## config.mk

```make
export PLATFORM = sky130hd
export DESIGN_NAME = sync_fifo_flat
export DESIGN_NICKNAME = d
export VERILOG_FILES = /design/src/rtl/sync_fifo_if.sv /design/src/rtl/sync_fifo.sv /design/src/flat_wrapper.sv
export SDC_FILE = /design/constraint.sdc
export NUM_CORES = 1
export LEC_CHECK = 0
export BUFFER_PORTS_ARGS = -buffer_cell sky130_fd_sc_hd__buf_2
export CAP_MARGIN = 20
export CORE_MARGIN = 3
export CORE_UTILIZATION = 45
export CTS_BUF_LIST = sky130_fd_sc_hd__clkbuf_4 sky130_fd_sc_hd__clkbuf_8 sky130_fd_sc_hd__clkbuf_16
export DETAILED_ROUTE_END_ITERATION = 7
export RECOVER_POWER = 25
export SLEW_MARGIN = 40
export SYNTH_ARGS = -nofsm -noshare
export SYNTH_HDL_FRONTEND = slang
export SYNTH_SLANG_ARGS = --single-unit
export TNS_END_PERCENT = 100
```

## constraint.sdc

```tcl
create_clock -name i_clk -period 3 [get_ports i_clk]
set_input_delay 0 -clock i_clk [delete_from_list [all_inputs] [get_ports i_clk]]
set_output_delay 0 -clock i_clk [all_outputs]
set_load 0.02 [all_outputs]
```

## src/rtl/sync_fifo_if.sv

```systemverilog
// Handshake bundle for sync_fifo. The o_count signal exists only when
// SYNC_FIFO_COUNT_EN is defined.
interface sync_fifo_if #(
    parameter int DataWidth = 8,
    parameter int Depth     = 8
);
    // A write is taken at a rising edge when i_wr_en is high and the FIFO is
    // not full (or a read is taken in the same cycle). A read is taken when
    // i_rd_en is high and the FIFO is not empty. o_rd_data shows the head
    // word before the popping edge.
    logic [DataWidth-1:0]     i_wr_data;
    logic                     i_wr_en;
    logic                     i_rd_en;
    logic [DataWidth-1:0]     o_rd_data;
    logic                     o_full;
    logic                     o_empty;
`ifdef SYNC_FIFO_COUNT_EN
    logic [$clog2(Depth):0]   o_count;

    modport slave (
        input  i_wr_data, i_wr_en, i_rd_en,
        output o_rd_data, o_full, o_empty, o_count
    );
    modport master (
        output i_wr_data, i_wr_en, i_rd_en,
        input  o_rd_data, o_full, o_empty, o_count
    );
`else
    modport slave (
        input  i_wr_data, i_wr_en, i_rd_en,
        output o_rd_data, o_full, o_empty
    );
    modport master (
        output i_wr_data, i_wr_en, i_rd_en,
        input  o_rd_data, o_full, o_empty
    );
`endif
endinterface

```

## src/rtl/sync_fifo.sv

```systemverilog
// First-word-fall-through synchronous FIFO with a power-of-two circular buffer.
// Define SYNC_FIFO_COUNT_EN to add the o_count occupancy port.
module sync_fifo #(
    parameter int DataWidth = 8,
    parameter int Depth     = 8
) (
    input logic        i_clk,
    input logic        i_rst,
    sync_fifo_if.slave fifo
);
    localparam int AW = $clog2(Depth);
    localparam logic [AW:0] PtrOne = {{AW{1'b0}}, 1'b1};

    logic [AW:0]          wr_ptr_q, wr_ptr_d;
    logic [AW:0]          rd_ptr_q, rd_ptr_d;
    logic [DataWidth-1:0] mem_q [Depth];
    logic [DataWidth-1:0] mem_d [Depth];
    logic                 empty;
    logic                 full;
    logic                 rd_accept;
    logic                 wr_accept;

    // Pointers carry one extra wrap bit so equal addresses can be told apart:
    // same wrap bit means empty, opposite wrap bit means full.
    assign empty = (wr_ptr_q == rd_ptr_q);
    assign full  = (wr_ptr_q[AW-1:0] == rd_ptr_q[AW-1:0]) &&
                   (wr_ptr_q[AW] != rd_ptr_q[AW]);

    assign rd_accept = fifo.i_rd_en && !empty;
    assign wr_accept = fifo.i_wr_en && (!full || rd_accept);

    always_comb begin
        wr_ptr_d = wr_ptr_q;
        rd_ptr_d = rd_ptr_q;
        mem_d    = mem_q;
        if (wr_accept) begin
            mem_d[wr_ptr_q[AW-1:0]] = fifo.i_wr_data;
            wr_ptr_d                = wr_ptr_q + PtrOne;
        end
        if (rd_accept) begin
            rd_ptr_d = rd_ptr_q + PtrOne;
        end
    end

    always_ff @(posedge i_clk) begin
        if (i_rst) begin
            wr_ptr_q <= '0;
            rd_ptr_q <= '0;
        end else begin
            wr_ptr_q <= wr_ptr_d;
            rd_ptr_q <= rd_ptr_d;
        end
    end

    // Storage is not reset; stale entries are unreachable once pointers clear.
    always_ff @(posedge i_clk) begin
        mem_q <= mem_d;
    end

    assign fifo.o_rd_data = empty ? '0 : mem_q[rd_ptr_q[AW-1:0]];
    assign fifo.o_full    = full;
    assign fifo.o_empty   = empty;
`ifdef SYNC_FIFO_COUNT_EN
    assign fifo.o_count   = wr_ptr_q - rd_ptr_q;
`endif
endmodule

```

## src/flat_wrapper.sv

```systemverilog
// flat-port wrapper written by rule: the top's interface ports become plain ports
module sync_fifo_flat 
#(
    parameter int DataWidth = 8,
    parameter int Depth     = 8
)
  (i_clk, i_rst, fifo_i_wr_data, fifo_i_wr_en, fifo_i_rd_en, fifo_o_rd_data, fifo_o_full, fifo_o_empty);
  sync_fifo_if #(.DataWidth(DataWidth), .Depth(Depth)) fifo_i ();
  input logic i_clk;
  input logic i_rst;
  input wire logic [$bits(fifo_i.i_wr_data)-1:0] fifo_i_wr_data;
  input wire logic [$bits(fifo_i.i_wr_en)-1:0] fifo_i_wr_en;
  input wire logic [$bits(fifo_i.i_rd_en)-1:0] fifo_i_rd_en;
  output wire logic [$bits(fifo_i.o_rd_data)-1:0] fifo_o_rd_data;
  output wire logic [$bits(fifo_i.o_full)-1:0] fifo_o_full;
  output wire logic [$bits(fifo_i.o_empty)-1:0] fifo_o_empty;
  assign fifo_i.i_wr_data = fifo_i_wr_data;
  assign fifo_i.i_wr_en = fifo_i_wr_en;
  assign fifo_i.i_rd_en = fifo_i_rd_en;
  assign fifo_o_rd_data = fifo_i.o_rd_data;
  assign fifo_o_full = fifo_i.o_full;
  assign fifo_o_empty = fifo_i.o_empty;
  sync_fifo #(.DataWidth(DataWidth), .Depth(Depth)) u_core (.i_clk(i_clk), .i_rst(i_rst), .fifo(fifo_i));
endmodule
```

; ---- Word-level counts from Yosys, hierarchy flattened
; Index checks and enable logic that the tools add are counted.
[word_totals]
romBits = 0
mem_count = 0
ramBits = 0
elab_cells = 34
ff_bits = 72
input_bits = 12
latch_bits = 0
[classes]
magnitude_cmp = 3
div = 0
n_bitwise = 2
mul = 0
addsub = 2
mux = 7
n_eq_ne = 3
n_shift = 0
reduce_logical = 7
[ops]
columns = operator, n
row1 = $bwmux 64, 1
row2 = $mux 8, 4
row3 = $bmux 8 s3, 1
row4 = $demux 8 s3, 1
row5 = $add 4x1->4 const B, 2
row6 = $ge 4x4->1 const B, 2
row7 = $not 3->4, 2
row8 = $eq 4x4->1, 1
row9 = $logic_and 1x1->1, 4
row10 = $lt 4x1->1 const B, 1
row11 = $eq 3x3->1, 1
row12 = $logic_not 1->1, 2
row13 = $logic_or 1x1->1, 1
row14 = $ne 1x1->1, 1

; ---- Depth between registers and ports, before layout
[logic_depth]
word_depth = 6
ltp_mapped = 6

; ---- Worst setup path after synthesis
; No wires, ideal clock.
[synth_timing]
path_type = reg-to-reg
from = reg u_core.rd_ptr_q[1]
to = reg u_core.mem_q[56] (netlist name), enable pin
setup_ns = 0.395
t_arrival_ns = 1.784
slack_ns = 0.821
stages_incl_launch_ff = 6
path_buffers = 1
path_cell_list = dfxtp_1 buf_2 xnor2_1 nand4_1 o21ai_0 nor4_1
[synth_between]
elab_chain_len = 5
word_cells_on_any_way = 8
classes_between = 2 x eq/ne / 6 x reduce/logical
[synth_rtl]
columns = element, line
row1 = from (decl), sync_fifo.sv:15  ; logic [AW:0] rd_ptr_q, rd_ptr_d;
row2 = from (signal assigned), sync_fifo.sv:51  ; rd_ptr_q <= rd_ptr_d;
row3 = $eq 4x4->1 / $eq 3x3->1 (equally long branches), "sync_fifo.sv:25, sync_fifo.sv:26"
row4 = $logic_not 1->1 / $logic_and 1x1->1 (equally long branches), "sync_fifo.sv:29, sync_fifo.sv:26"
row5 = $logic_and 1x1->1 / $logic_not 1->1 (equally long branches), "sync_fifo.sv:29, sync_fifo.sv:30"
row6 = $logic_or 1x1->1 *, sync_fifo.sv:30  ; assign wr_accept = fifo.i_wr_en && (!full || rd_accept);
row7 = $logic_and 1x1->1 *, sync_fifo.sv:30
row8 = to (signal assigned), sync_fifo.sv:57  ; mem_q <= mem_d;
row9 = to (decl), sync_fifo.sv:16  ; logic [DataWidth-1:0] mem_q [Depth];
; Every way passes the cells marked *; elsewhere a longest branch is shown, timed or not.
; A chain may end at the register's enable or synchronous reset.

; ---- Worst setup path in the final report
[layout_timing]
from = reg u_core.wr_ptr_q[1]
to = reg u_core.mem_q[25] (netlist name), enable pin
[layout_between]
elab_chain_len = 5
word_cells_on_any_way = 8
classes_between = 2 x eq/ne / 6 x reduce/logical
[layout_rtl]
columns = element, line
row1 = from (decl), sync_fifo.sv:14  ; logic [AW:0] wr_ptr_q, wr_ptr_d;
row2 = from (signal assigned), sync_fifo.sv:50  ; wr_ptr_q <= wr_ptr_d;
row3 = $eq 4x4->1 / $eq 3x3->1 (equally long branches), "sync_fifo.sv:25, sync_fifo.sv:26"
row4 = $logic_not 1->1 / $logic_and 1x1->1 (equally long branches), "sync_fifo.sv:29, sync_fifo.sv:26"
row5 = $logic_and 1x1->1 / $logic_not 1->1 (equally long branches), "sync_fifo.sv:29, sync_fifo.sv:30"
row6 = $logic_or 1x1->1 *, sync_fifo.sv:30
row7 = $logic_and 1x1->1 *, sync_fifo.sv:30
; Marked as above.

==> flow_results.org <==
** Placed design
- At the placement stage, the worst setup path has a slack of slightly above 0.7 ns.
- After legalization and detailed placement, the total HPWL measured 3600 µm.
- In this run the tool buffered the top-level ports with 21 buffer cells.
- The congestion estimate from routability-driven global placement came to between 0.8 and 0.9.

** Timing
- Post-route fraction of the period consumed by the critical path :: between 70 and 80%
- Count of endpoints failing hold in the final timing report :: 0
- Top achievable clock speed :: roughly 0.43 GHz
- The final-report max-slew violation count came to 0.
- At the pin with the least slew margin, the transition time is around 0.8 ns.
- Measured against its own limit, the worst slew margin works out to between 40% and 50%.
- Setup violations remaining at the end of the flow were counted as 0.
- Unrepaired setup endpoints after global routing :: no
- After layout, the worst setup slack is roughly 0.70 ns.
- Largest clock skew in the final design :: around 0.0090 ns
- Sum of negative setup slack :: 0 ns
- Clock period minus worst slack :: around 2.3 ns

** Floorplan
- The floorplan has 29 rows.
- The total area inside the core boundary comes to between 0.006 and 0.007 mm².
- In this run the vertical extent of the chip is approximately 88 µm.
- For this design the top-level I/O count stands at 22.
- The initial utilization of the core area, before any placement, comes to between 40% and 50%.
- The die is roughly 90 µm wide.
- The die covers 0.00783 mm².

** Synth
- Share of flip-flops with an asynchronous set or reset after synthesis :: 0%
- Post-synth EDFFs :: 64
- The Yosys step of the flow raised 0 warnings.
- Mean instance size in the synthesized netlist :: between 15 and 20 µm²
- Total of flip-flops plus latches after synthesis :: a little over 70
- Sequential cells were found to cover roughly two thirds of the synthesized design area.
- Synth Instances :: 170
- The most used flip-flop cell after synthesis is sky130_fd_sc_hd__edfxtp_1.
- Number of distinct library cells after synthesis :: 36
- The number of nets in the synthesized netlist is between 150 and 200.
- In this run the cell area of the synthesized design comes to 0.00306 mm².

** Clock tree
- TritonCTS built the clock tree.
- Root buffer cell :: sky130_fd_sc_hd__clkbuf_8
- The H-tree was split into 3 levels.
- The longest clock path from root to sink contains 2 buffers.
- The clock drives just over 70 sinks.
- Reg clk slew, reported paths :: around 0.070 ns
- Inserted Clock Buffers :: 9
- Skew-Pair Late Insertion Delay :: roughly 0.34 ns

** Detailed routing
- Number of detailed-route iterations in the first pass :: 4
- Total number of vias :: 1575
- Met2 wire len :: around 2700 µm
- DRT Wirelength :: about 5700 µm
- Final routed DRC violation total :: 0
- The detailed router put a total of between 2000 and 3000 µm of wire on met1.
- Routed wire per std cell :: about 20 µm
- Post-detailed-route via-to-cell ratio :: 5.47
- Violation count after the first detailed-route iteration :: 96
- The detail route stage leaves a number of antenna-violating nets equal to 0.
- After detailed routing, no signal wire sits above met4.
- Met3 WL :: about 210 µm

** Critical path
- Critical Setup Path Class :: flop to flop
- Critical path endpoint category :: flop
- The worst setup path is launched from a flop.
- Required time of the worst setup path :: roughly 3 ns
- Crit Path Max Fanout :: 10
- Arrival time at the worst endpoint :: between 2 and 2.5 ns

** Global route
- Initial antenna violation count :: 0
- Largest net degree at the start of global routing :: 21
- The via count of the first global-routing pass was between 1500 and 2000.
- GR Overflow Total :: 0
- Overall track demand over capacity in global routing :: roughly 16%
- The first global-routing pass estimated roughly 9000 µm of wire.

** Layout
- Of the cells placed in the final design, the portion with a size suffix greater than 1 is ~33%.
- The number of antenna diodes in the final layout is 0.
- The library cell used most frequently in the layout, excluding fill and tap cells, is sky130_fd_sc_hd__edfxtp_1.
- Commonest cells after routing, fill and taps aside :: sky130_fd_sc_hd__edfxtp_1 (64), sky130_fd_sc_hd__mux4_2 (16), sky130_fd_sc_hd__buf_2 (16)
- Area added between synthesis and finish :: 15.8%
- The net count of the finished layout is 220.

** Run
- Number of max-cap violations :: 0

** Pwr
- The analysis attributes to cell leakage a power of ~0.0012 µW.
- Total power of the final layout :: roughly 2300 µW
- Max IR drop VDD :: ~0.00033 V
- Pwr/cell area :: about 660 mW/mm²

** Worst hold path
- Worst hold-check path type :: input port to flop

** Outcome
- The run finished with clean final reports.
## critical path, stage by stage, from the launching register on
cell                      delay [ns]
sky130_fd_sc_hd__dfxtp_1        0.66
sky130_fd_sc_hd__xnor2_1        0.18
sky130_fd_sc_hd__nand4_1        0.19
sky130_fd_sc_hd__o21ai_0        0.70
sky130_fd_sc_hd__nor3_2         0.27
## layout make-up
| cell class | instances | area [µm²] |
|---|---|---|
| Multi-Input combinational cell | 84 | 926 |
| Timing Repair Buffer | 35 | 226 |
| Sequential cell | 72 | 2080 |
| Fill cell | 540 | 2910 |
| Clock inverter | 6 | 67.6 |
| Inverter | 4 | 15.0 |
| Tap cell | 77 | 96.3 |
| Clock buffer | 10 | 131 |
## metrics by stage
stage               hold WS [ns]  cell area, µm²  std cells  util [%]
floorplan                 0.0989            3060        170         -
global placement           0.281            3240        263      50.1
detailed placement         0.290            3260        263      50.5
CTS                       0.0220            3550        288      55.0
global route              0.0294            3540        288      54.9
finish                    0.0358            3540        288      54.9
## metal layers
| layer | vias to the layer above | GRT usage [%] |
|---|---|---|
| met5 | - | 0 |
| met4 | 0 | 7.42 |
| met3 | 10 | 3.07 |
| met2 | 36 | 25.6 |
| met1 | 796 | 22.7 |
| li1 | 733 | - |
## state kept, by name, summed over array words and instances (netlist names)
| name | flops |
|---|---|
| u_core.mem_q | 64 |
| u_core.rd_ptr_q | 4 |
| u_core.wr_ptr_q | 4 |
## where the power goes
part / leakage (µW) / internal, µW / total (µW) / switching, µW
registers: 0.000646 / 1120 / 1140 / 20.2
logic: 0.000427 / 196 / 442 / 246
clock network: 0.0000963 / 396 / 754 / 358
total: 0.00117 / 1710 / 2340 / 624
## logic make-up (layout without fill, tap and decap cells)
logic type | Yosys count | count (layout) | synth area share (%)
adders and majority gates | 2 | 2 | 0.817
DFF | 72 | 72 | 68.0
and+or+nand+nor | 34 | 34 | 5.72
muxes | 28 | 28 | 16.0
buffers and inverters | 14 | 55 | 2.82
AOI/OAI and AO/OA | 12 | 12 | 3.35
xor gates and xnor gates | 8 | 8 | 3.27
## path summary, 6_finish.rpt
path | from | endpoint | slack [ns] | depth (start not counted)
max reg2reg | u_core.wr_ptr_q[1] | u_core.mem_q[25] | 0.70 | 4
max | u_core.wr_ptr_q[1] | u_core.mem_q[25] | 0.70 | 4
min | fifo_i_rd_en | u_core.wr_ptr_q[2] | 0.04 | 3
min reg2reg | u_core.rd_ptr_q[3] | u_core.rd_ptr_q[3] | 0.52 | 2
## Yosys cell counts, types with 2 or more instances
cell | n | area share (%)
sky130_fd_sc_hd__edfxtp_1 | 64 | 63
sky130_fd_sc_hd__mux4_2 | 16 | 12
sky130_fd_sc_hd__nor2_1 | 14 | 1.7
sky130_fd_sc_hd__mux2i_1 | 10 | 3.3
sky130_fd_sc_hd__dfxtp_1 | 8 | 5.2
sky130_fd_sc_hd__nor3_1 | 4 | 0.65
sky130_fd_sc_hd__o21ai_0 | 4 | 0.65
sky130_fd_sc_hd__xor2_2 | 4 | 2.1
sky130_fd_sc_hd__buf_6 | 3 | 1.1
sky130_fd_sc_hd__inv_1 | 3 | 0.37
sky130_fd_sc_hd__nand2_1 | 3 | 0.37
sky130_fd_sc_hd__xnor2_1 | 3 | 0.86
sky130_fd_sc_hd__a21oi_1 | 2 | 0.33
sky130_fd_sc_hd__buf_2 | 2 | 0.33
sky130_fd_sc_hd__buf_4 | 2 | 0.49
sky130_fd_sc_hd__clkbuf_1 | 2 | 0.25
sky130_fd_sc_hd__ha_1 | 2 | 0.82
sky130_fd_sc_hd__mux2_4 | 2 | 0.98
sky130_fd_sc_hd__nand2b_1 | 2 | 0.41
sky130_fd_sc_hd__nand4_1 | 2 | 0.41
sky130_fd_sc_hd__nor2b_1 | 2 | 0.41
sky130_fd_sc_hd__or3_1 | 2 | 0.41
## timing repair
action / in CTS / in global routing
setup buffers: 0 / 0
endpoints found under the hold margin: 67 / 0
hold buffers: 9 / 0
gates resized for setup: 0 / 0
Power figures use the tool's default switching activity.
